**src/rtl/multi_cycle_control.sv**
```systemverilog
// -----------------------------------------------------------------------------
// multi_cycle_control
// Main control FSM for the multi-cycle MIPS datapath. It steps each instruction
// through fetch/decode/execute/memory/writeback and drives every datapath
// select and enable from the current state (Moore). The one exception is PCEn,
// which also depends on Zero.
//
// Ports:
//   clk, rst           rising-edge clock; synchronous active-high reset
//   Op[5:0]            opcode field IR[31:26]
//   Zero               ALU zero flag for the current cycle
//   PCEn               PC write enable = PCWrite | (PCWriteCond & Zero)
//   IorD               memory address select (0 PC, 1 ALUOut)
//   MemRead/MemWrite   memory strobes
//   IRWrite            instruction register load
//   MemtoReg, RegDst   register-file write data / write address selects
//   RegWrite           register-file write enable
//   ALUSrcA, ALUSrcB   ALU operand selects
//   ALUOp              ALU decoder control (00 add, 01 sub, 10 funct)
//   PCSource           next-PC select (00 ALU, 01 ALUOut, 10 jump target)
//   State[3:0]         current state code, forced to 0 during reset
// -----------------------------------------------------------------------------
module multi_cycle_control (
   input  logic       clk,
   input  logic       rst,
   input  logic [5:0] Op,
   input  logic       Zero,
   output logic       PCEn,
   output logic       IorD,
   output logic       MemRead,
   output logic       MemWrite,
   output logic       IRWrite,
   output logic       MemtoReg,
   output logic       RegDst,
   output logic       RegWrite,
   output logic       ALUSrcA,
   output logic [1:0] ALUSrcB,
   output logic [1:0] ALUOp,
   output logic [1:0] PCSource,
   output logic [3:0] State
);

   localparam logic [3:0] S_FETCH  = 4'd0;
   localparam logic [3:0] S_DECODE = 4'd1;
   localparam logic [3:0] S_MEMADR = 4'd2;
   localparam logic [3:0] S_MEMRD  = 4'd3;
   localparam logic [3:0] S_MEMWB  = 4'd4;
   localparam logic [3:0] S_MEMWR  = 4'd5;
   localparam logic [3:0] S_EXEC   = 4'd6;
   localparam logic [3:0] S_ALUWB  = 4'd7;
   localparam logic [3:0] S_BRANCH = 4'd8;
   localparam logic [3:0] S_JUMP   = 4'd9;
   localparam logic [3:0] S_ADDIEX = 4'd10;
   localparam logic [3:0] S_ADDIWB = 4'd11;

   localparam logic [5:0] OP_RTYPE = 6'b000000;
   localparam logic [5:0] OP_LW    = 6'b100011;
   localparam logic [5:0] OP_SW    = 6'b101011;
   localparam logic [5:0] OP_BEQ   = 6'b000100;
   localparam logic [5:0] OP_J     = 6'b000010;
   localparam logic [5:0] OP_ADDI  = 6'b001000;

   logic [3:0] state_q;
   logic [3:0] state_d;
   logic       pc_write;
   logic       pc_write_cond;

   // State register
   always_ff @(posedge clk) begin
      if (rst) state_q <= S_FETCH;
      else     state_q <= state_d;
   end

   // Next-state logic; codes 12-15 fall back to FETCH
   always_comb begin
      state_d = S_FETCH;
      case (state_q)
         S_FETCH:  state_d = S_DECODE;
         S_DECODE: begin
            case (Op)
               OP_LW, OP_SW: state_d = S_MEMADR;
               OP_RTYPE:     state_d = S_EXEC;
               OP_BEQ:       state_d = S_BRANCH;
               OP_J:         state_d = S_JUMP;
               OP_ADDI:      state_d = S_ADDIEX;
               default:      state_d = S_FETCH;
            endcase
         end
         S_MEMADR: begin
            if (Op == OP_LW)      state_d = S_MEMRD;
            else if (Op == OP_SW) state_d = S_MEMWR;
            else                  state_d = S_FETCH;
         end
         S_MEMRD:  state_d = S_MEMWB;
         S_EXEC:   state_d = S_ALUWB;
         S_ADDIEX: state_d = S_ADDIWB;
         default:  state_d = S_FETCH;
      endcase
   end

   // Moore outputs; reset gates everything off in the same cycle
   always_comb begin
      IorD          = 1'b0;
      MemRead       = 1'b0;
      MemWrite      = 1'b0;
      IRWrite       = 1'b0;
      MemtoReg      = 1'b0;
      RegDst        = 1'b0;
      RegWrite      = 1'b0;
      ALUSrcA       = 1'b0;
      ALUSrcB       = 2'b00;
      ALUOp         = 2'b00;
      PCSource      = 2'b00;
      pc_write      = 1'b0;
      pc_write_cond = 1'b0;
      State         = 4'd0;
      if (!rst) begin
         State = state_q;
         case (state_q)
            S_FETCH: begin
               MemRead  = 1'b1;
               IRWrite  = 1'b1;
               ALUSrcB  = 2'b01;
               pc_write = 1'b1;
            end
            S_DECODE: ALUSrcB = 2'b11;
            S_MEMADR: begin
               ALUSrcA = 1'b1;
               ALUSrcB = 2'b10;
            end
            S_MEMRD: begin
               MemRead = 1'b1;
               IorD    = 1'b1;
            end
            S_MEMWB: begin
               RegWrite = 1'b1;
               MemtoReg = 1'b1;
            end
            S_MEMWR: begin
               MemWrite = 1'b1;
               IorD     = 1'b1;
            end
            S_EXEC: begin
               ALUSrcA = 1'b1;
               ALUOp   = 2'b10;
            end
            S_ALUWB: begin
               RegWrite = 1'b1;
               RegDst   = 1'b1;
            end
            S_BRANCH: begin
               ALUSrcA       = 1'b1;
               ALUOp         = 2'b01;
               PCSource      = 2'b01;
               pc_write_cond = 1'b1;
            end
            S_JUMP: begin
               PCSource = 2'b10;
               pc_write = 1'b1;
            end
            S_ADDIEX: begin
               ALUSrcA = 1'b1;
               ALUSrcB = 2'b10;
            end
            S_ADDIWB: RegWrite = 1'b1;
            default: ;
         endcase
      end
      // Branch enable follows Zero combinationally
      PCEn = pc_write | (pc_write_cond & Zero);
   end

endmodule

```
**config.mk**
```make
export PLATFORM = sky130hd
export DESIGN_NAME = multi_cycle_control
export DESIGN_NICKNAME = d
export VERILOG_FILES = /design/src/rtl/multi_cycle_control.sv
export SDC_FILE = /design/constraint.sdc
export NUM_CORES = 1
export LEC_CHECK = 0
export CAP_MARGIN = 15
export CORE_AREA = 3 3 40 42
export CTS_BUF_LIST = sky130_fd_sc_hd__clkbuf_8
export DETAILED_ROUTE_END_ITERATION = 10
export DIE_AREA = 0 0 43 45
export GPL_TIMING_DRIVEN = 0
export PLACE_DENSITY = 0.8
export SETUP_SLACK_MARGIN = 0.3
export SYNTH_ARGS = -nofsm -noshare
export SYNTH_HDL_FRONTEND = slang
export SYNTH_SLANG_ARGS = --single-unit
```
**constraint.sdc**
```tcl
create_clock -name clk -period 3.7 [get_ports clk]
set_clock_uncertainty 0.2 [all_clocks]
set_input_delay 0.37 -clock clk [delete_from_list [all_inputs] [get_ports clk]]
set_output_delay 0.37 -clock clk [all_outputs]
set_load 0.02 [all_outputs]
```
==> summary.md, run 1 <==
| Metric | Value |
|---|---|
| Max Buffers Root-to-Sink | `2` |
| WP data arrival | `2.18 ns` |
| Clock Pin Slew Worst Setup and Hold Paths | `~0.040 ns` |
| Antenna Violating Nets Remaining | `0` |
| Reg2Reg Depth | `6` |
| IO Port Bufs | `27` |
| P_sw | `between 0.00005 and 0.00006 W` |
| Slew Limit Fails | `0` |
| Setup-failing EPs final | `0` |
| Crit path time final | `~2.8 ns` |
| Reg-to-Reg End | `state_q[2]` |
| CP Data Required Time | `3.13 ns` |
| Final hold viol count | `0` |
| Max stage delay cell, worst path | `clkdlybuf4s50_1` |
| Vias in the first global route | `approximately 570` |
| Number of synthesized flops with an enable pin | `0` |
| CTS tree | `done` |
| Global-route wire length before repair | `2360 um` |
| RePlAce Congestion | `0.776` |
| RSZ-0062 raised after global routing | `false` |
| Ys async rst share | `0%` |
| Avg Vias per Cell | `between 5 and 6` |
| Die Span Y | `between 40 and 50 um` |
| Critical-path cell list | `clkdlybuf4s50_1 -> or3_1 -> nor2_1 -> a211o_1 -> clkdlybuf4s50_1` |
| Setup Fix Bufs, Post-CTS | `0` |
| GRT overflow | `0` |
| Clk pwr share | `49.5%` |
| Mean Syn Cell Area | `slightly above 7 sq um` |
| Predominant post-synthesis flop cell | `dfxtp_1` |
| DR pass1 iterations | `4` |
| WS Path Type | `input pin to output pin` |
| Post-detailed-route wirelength per cell | `12.8 um` |
| Comb pwr share | `27.9%` |
| Max incr delay on CP | `~0.59 ns` |
| Die area | `1940 sq um` |
| Mapped Nets | `slightly above 80` |
| Initial core utilization | `between 40% and 50%` |
| Met3 Wirelength | `around 90 um` |
| Min-delay worst type | `flip-flop to flip-flop` |
| Hold buffers post-CTS | `0` |
| Hold Path Origin | `state_q[0]` |
| CTS resizes | `0` |
| Clock latency on the worst-skew pair | `~0.22 ns` |
| Hold Crit Endpoint | `state_q[0]` |
| Post-synth top area share | `between 10% and 20%` |
| Antenna cell count | `0` |
| Total of max-cap violations | `0` |
| Worst-path fanout max | `5` |
| Setup Total Neg Slack | `0 ns` |
| Part of the power in registers | `between 20% and 30%` |
| Residual DRC | `0` |
| GRT Overall Usage | `16.1%` |
| Cell variety after synth | `31` |
| Met2 routed WL | `between 700 and 800 um` |
| Cell with the most instances after synthesis | `nor2_1` |
| Worst-Margin Slew | `0.419 ns` |
| Critical path buffers and inverters | `2` |
| Switching Fraction | `around 28%` |
| Maximum vdd drop | `roughly 170 uV` |
| Worst R2R Start | `state_q[0]` |
| Initial antenna violation count | `0` |
| Internal power | `around 0.00014 W` |
| Largest registers | `state_q (4)` |
| Register bit count reported by yosys | `4` |
| Hold Path Depth | `3` |
| Ports | `28` |
| Post-Route M1 WL | `roughly 640 um` |
| Largest cells by area after synthesis | `dfxtp_1 15%, nor2_1 8.7%, nor3_1 5.8%` |
| Final Core Density | `about 66%` |
| H-tree Lvls | `1` |
| Delay-heaviest family, CP | `buffers and inverters` |
| DP HPWL | `1100 um` |
| Nets | `between 100 and 150` |
| Crit path top cell by count | `clkdlybuf4s50_1` |
| Max reg flops | `4` |
| Fmax | `around 0.36 GHz` |
| Worst Setup End Kind | `output pin` |
| Ys Warns | `0` |
| Dpl cells | `~120` |
| Startpoint Class | `input pin` |
| Register name with the most flops | `state_q` |
| Drt total wl | `~1500 um` |
| Top post-synthesis cells by count | `12 x nor2_1, 6 x nor3_1, 5 x a21oi_1` |
| Power Density | `233 nW/um^2` |
| DRT iter0 DRCs | `14` |
| Std cell rows | `13` |
| Area delta synth->final | `63.5%` |
| Die extent in x | `43 um` |
| Core area | `around 1300 sq um` |
| Clk root buf | `clkbuf_8` |
| Clk sinks | `4` |
| CTS buffer count | `3` |
| Final non-filler cell total | `approximately 120` |
| Post-Syn Area | `roughly 520 sq um` |
| P_leak | `approximately 0.32 nW` |
| Cells after Synth | `between 70 and 80` |
| Biggest area consumer among synthesized cells | `dfxtp_1` |
| Pin count of the biggest net entering global routing | `11` |
| Max layer used | `met4` |
| Outcome | `finished clean` |
| Layout cells sized above 1 | `between 10% and 20%` |
| Register area share after synthesis | `roughly 15%` |
| Reg2reg setup slack | `1.99 ns` |
| DR vias | `about 640` |
| Final period utilization | `between 70 and 80%` |
| Relative slew slack | `just over 70%` |
metal layers:
metal | global-route usage [%] | up-vias
li1 | - | 319
met2 | 29.6 | 24
met3 | 3.59 | 4
met1 | 17.3 | 297
met5 | 0 | -
met4 | 7.83 | 0
placed cells by master (no fill, tap or decap), drive strengths merged, types with 3 or more instances in the layout:
master / n
a21oi: 5
clkdlybuf4s50: 27
nor2: 12
dfxtp: 4
nor3: 6
nand3: 3
clkbuf: 6
buf: 5
a211o: 3
nor2b: 4
nand2: 3
nand2b: 4
power groups by stage:
stage / logic [W] / clock network [W] / registers, W
floorplan: 0.0000295 / 0 / 0.0000454
global placement: 0.0000542 / 0 / 0.0000454
detailed placement: 0.0000549 / 0 / 0.0000454
CTS: 0.0000552 / 0.0000985 / 0.0000448
global route: 0.0000597 / 0.000100 / 0.0000448
finish: 0.0000554 / 0.0000982 / 0.0000448
worst max path at each step:
stage                from    to  slack, ns  cells past startpoint
4_1_cts               rst  PCEn       0.96                      5
5_1_grt               rst  PCEn       0.86                      5
6_report              rst  PCEn       0.95                      5
2_1_floorplan  state_q[3]  PCEn       1.60                      4
3_3_place_gp          rst  PCEn       0.97                      5
3_5_place_dp          rst  PCEn       0.96                      5
stage by stage:
stage          hold slack (ns)   power, W  worst slack (ns)  area, sq um
2_1_floorplan            0.339  0.0000749              1.60          520
3_3_place_gp             0.480  0.0000997             0.974          810
3_5_place_dp             0.495   0.000100             0.963          810
4_1_cts                  0.500   0.000199             0.963          851
5_1_grt                  0.529   0.000205             0.864          851
6_report                 0.513   0.000198             0.945          851
worst reg2reg max path: cells and delay by family, from the launching register on:
family / cells / cell delay [ns]
AOI/OAI and AO/OA: 2 / 0.42
DFF: 1 / 0.29
and+or+nand+nor: 2 / 0.21
buffers and inverters: 2 / 0.47
logic make-up (layout without fill, tap and decap cells):
| family | Yosys count | after routing | share of synthesized area, % |
|---|---|---|---|
| simple gates | 41 | 41 | 45.7 |
| compound gates | 16 | 16 | 22.8 |
| buf+inv | 9 | 39 | 10.6 |
| flops | 4 | 4 | 15.4 |
| xor+xnor | 2 | 2 | 3.37 |
| mux | 1 | 1 | 2.16 |
final cells by class:
| type | count | area, sq um |
|---|---|---|
| Buffer | 8 | 51.3 |
| Clock buffer | 3 | 41.3 |
| Fill cell | 119 | 434 |
| Inverter | 1 | 3.75 |
| Multi-Input combinational cell | 60 | 385 |
| Sequential cell | 4 | 80.1 |
| Tap cell | 15 | 18.8 |
| Timing Repair Buffer | 27 | 270 |
Note: power is estimated with default switching activity, not from simulation.
==> run 2: changes to the inputs <==
--- a/config.mk
+++ b/config.mk
@@ -6,12 +6,12 @@
 export NUM_CORES = 1
 export LEC_CHECK = 0
 export CAP_MARGIN = 15
-export CORE_AREA = 3 3 40 42
+export CORE_MARGIN = 3
+export CORE_UTILIZATION = 36
 export CTS_BUF_LIST = sky130_fd_sc_hd__clkbuf_8
 export DETAILED_ROUTE_END_ITERATION = 10
-export DIE_AREA = 0 0 43 45
 export GPL_TIMING_DRIVEN = 0
-export PLACE_DENSITY = 0.8
+export PLACE_DENSITY = 0.78
 export SETUP_SLACK_MARGIN = 0.3
 export SYNTH_ARGS = -nofsm -noshare
 export SYNTH_HDL_FRONTEND = slang
==> constraint.sdc (replaced) <==
create_clock -name clk -period 2.5 [get_ports clk]
set_clock_uncertainty 0.2 [all_clocks]
set_input_delay 0.25 -clock clk [delete_from_list [all_inputs] [get_ports clk]]
set_output_delay 0.25 -clock clk [all_outputs]
set_load 0.02 [all_outputs]
==> run 2 against run 1 <==
Flip-flop and latch count unchanged. Clock power up 40%. Sequential power up 48%. Hold slack worse by 0.015 ns. Via count down 3.1%. Final cell count unchanged. Combinational power up 39%. Sequential share of layout area about the same. Global-route usage down 0.77 points. Worst setup slack worse by 0.58 ns. First-iteration DRC count down 21%. Register-to-register slack worse by 1.1 ns.
==> summary.md, run 2 (synthesis results as in run 1) <==
| Metric | Value |
|---|---|
| Power Density | `331 nW/um^2 (was 233 nW/um^2)` |
| Die Span Y | `44.0 um (was 45 um)` |
| Worst Setup End Kind | `output pin (unchanged)` |
| Clock latency on the worst-skew pair | `0.22 ns (about the same)` |
| Std cell rows | `13 (unchanged)` |
| Drt total wl | `1410 um (was 1510 um)` |
| Avg Vias per Cell | `5.29 (was 5.46)` |
| Outcome | `finished clean (unchanged)` |
| Clock Pin Slew Worst Setup and Hold Paths | `0.03 ns (was 0.04 ns)` |
| Number of filler cells placed in the layout | `144 (was 119)` |
| Overall power | `0.000281 W (was 0.000198 W)` |
| P_sw | `0.0000755 W (was 0.0000565 W)` |
| Total of max-cap violations | `0 (unchanged)` |
| Min-delay worst type | `flip-flop to flip-flop (unchanged)` |
| Clk root buf | `clkbuf_8 (unchanged)` |
| Final non-filler cell total | `118 (unchanged)` |
| Comb pwr share | `27.4% (was 27.9%)` |
| DRT iter0 DRCs | `11 (was 14)` |
| Max Buffers Root-to-Sink | `2 (unchanged)` |
| Nets | `114 (unchanged)` |
| WP data arrival | `1.68 ns (was 2.18 ns)` |
| Vias in the first global route | `539 (was 569)` |
| IO Port Bufs | `27 (unchanged)` |
| Setup-failing EPs final | `0 (unchanged)` |
| DR pass1 iterations | `4 (unchanged)` |
| Layout cells sized above 1 | `17.5% (was 11.7%)` |
| RePlAce Congestion | `0.772 (was 0.776)` |
| PnR worst setup slack | `0.367 ns (was 0.945 ns)` |
| CTS tree | `done (unchanged)` |
| Clk pwr share | `48.9% (was 49.5%)` |
| Maximum vdd drop | `290 uV (was 169 uV)` |
| RSZ-0062 raised after global routing | `false (unchanged)` |
| Pin count of the biggest net entering global routing | `11 (unchanged)` |
| Die area | `1940 sq um (about the same)` |
| Slew Limit Fails | `0 (unchanged)` |
| Core area | `1330 sq um (was 1280 sq um)` |
| Antenna Violating Nets Remaining | `0 (unchanged)` |
| Global-route wire length before repair | `2330 um (was 2360 um)` |
| Final period utilization | `between 80 and 90%` |
| Most common cell after layout, fill and taps aside | `dlygate4sd2_1 (was clkdlybuf4s50_1)` |
| GRT overflow | `0 (unchanged)` |
| Area delta synth->final | `62.7% (was 63.5%)` |
| Largest registers | `state_q (4) (unchanged)` |
| Die extent in x | `44.0 um (was 43 um)` |
| Internal power | `0.000205 W (was 0.000142 W)` |
| Hold buffers post-CTS | `0 (unchanged)` |
| Crit path time final | `about 2.1 ns` |
| CTS buffer count | `3 (unchanged)` |
| Ports | `28 (unchanged)` |
| Worst-Margin Slew | `0.294 ns (was 0.419 ns)` |
| Final hold viol count | `0 (unchanged)` |
| Relative slew slack | `80.4% (was 72.0%)` |
| Post-detailed-route wirelength per cell | `11.9 um (was 12.8 um)` |
| DR vias | `624 (was 644)` |
| CP Data Required Time | `2.05 ns (was 3.13 ns)` |
| Part of the power in registers | `23.6% (was 22.6%)` |
| Antenna cell count | `0 (unchanged)` |
| Final Core Density | `63.5% (was 66.2%)` |
| Switching Fraction | `26.9% (was 28.5%)` |
| Fmax | `0.469 GHz` |
| Initial antenna violation count | `0 (unchanged)` |
| P_leak | `0.438 nW (was 0.322 nW)` |
| DP Area | `810 sq um (unchanged)` |
| Startpoint Class | `input pin (unchanged)` |
| DP HPWL | `1070 um (was 1100 um)` |
| Dpl cells | `115 (unchanged)` |
| Clk sinks | `4 (unchanged)` |
| Post-Place Setup Slack | `-0.0126 ns (was 0.963 ns)` |
| Register name with the most flops | `state_q (unchanged)` |
| H-tree Lvls | `1 (unchanged)` |
| Most frequent cells in the layout | `12 x dlygate4sd2_1, 11 x nor2_1, 10 x clkdlybuf4s50_1 (was 27 x clkdlybuf4s50_1, 12 x nor2_1, 6 x nor3_1)` |
| Max reg flops | `4 (unchanged)` |
| Initial core utilization | `39.0% (was 40.5%)` |
| Final instance area | `847 sq um (was 851 sq um)` |
| GRT Overall Usage | `15.3% (was 16.1%)` |
| Residual DRC | `0 (unchanged)` |
| WS Path Type | `input pin to output pin (unchanged)` |
| Worst-path fanout max | `10 (was 5)` |
[run 2: through the flow]
| step | TNS [ns] | hold WS, ns |
|---|---|---|
| after floorplan | 0 | 0.219 |
| after global placement | 0 | 0.478 |
| after detailed placement | -0.0126 | 0.474 |
| after CTS | 0 | 0.492 |
| after global routing | 0 | 0.549 |
| final | 0 | 0.498 |
[run 2: area by class of cell]
| type | count | area (sq um) | area share (%) |
|---|---|---|---|
| Buffer | 8 | 55.1 | 6.50 |
| Clock buffer | 3 | 41.3 | 4.87 |
| Inverter | 1 | 3.75 | 0.443 |
| Multi-Input combinational cell | 60 | 390 | 46.1 |
| Sequential cell | 4 | 80.1 | 9.45 |
| Tap cell | 15 | 18.8 | 2.22 |
| Timing Repair Buffer | 27 | 258 | 30.4 |
[run 2: worst paths after layout]
kind                end  depth (start not counted)  startpoint  slack [ns]
max            State[1]                          4         rst        0.37
min          state_q[1]                          3  state_q[3]        0.50
max reg2reg  state_q[0]                          6  state_q[3]        0.87
min reg2reg  state_q[1]                          3  state_q[3]        0.50
[run 2: repair_timing]
| action | in CTS | in global routing |
|---|---|---|
| endpoints found under the hold margin | 0 | 0 |
| buffers inserted | 0 | 0 |
| pin swaps | 0 | 0 |
| setup endpoints to repair | 18 | 5 |
| resized for setup | 19 | 6 |
[run 2: routing by layer]
metal | global-route usage, % | share of wire, % | vias to the layer above
li1 | - | - | 323
met4 | 3.61 | 0 | 0
met5 | 0 | 0 | -
met1 | 20.2 | 43 | 274
met3 | 2.03 | 9.2 | 0
met2 | 26.2 | 47 | 27
[run 2: worst max-delay path: stages]
cell and delay (ns):
clkdlybuf4s50_1 0.49, clkbuf_2 0.22, nor2b_1 0.12, clkdlybuf4s50_1 0.60
[run 2: power groups by stage]
stage                logic, W  registers [W]  clock network, W
floorplan           0.0000437      0.0000672                 0
CTS                 0.0000776      0.0000663          0.000140
detailed placement  0.0000811      0.0000672                 0
global placement    0.0000798      0.0000672                 0
global route        0.0000842      0.0000666          0.000143
finish              0.0000769      0.0000664          0.000137
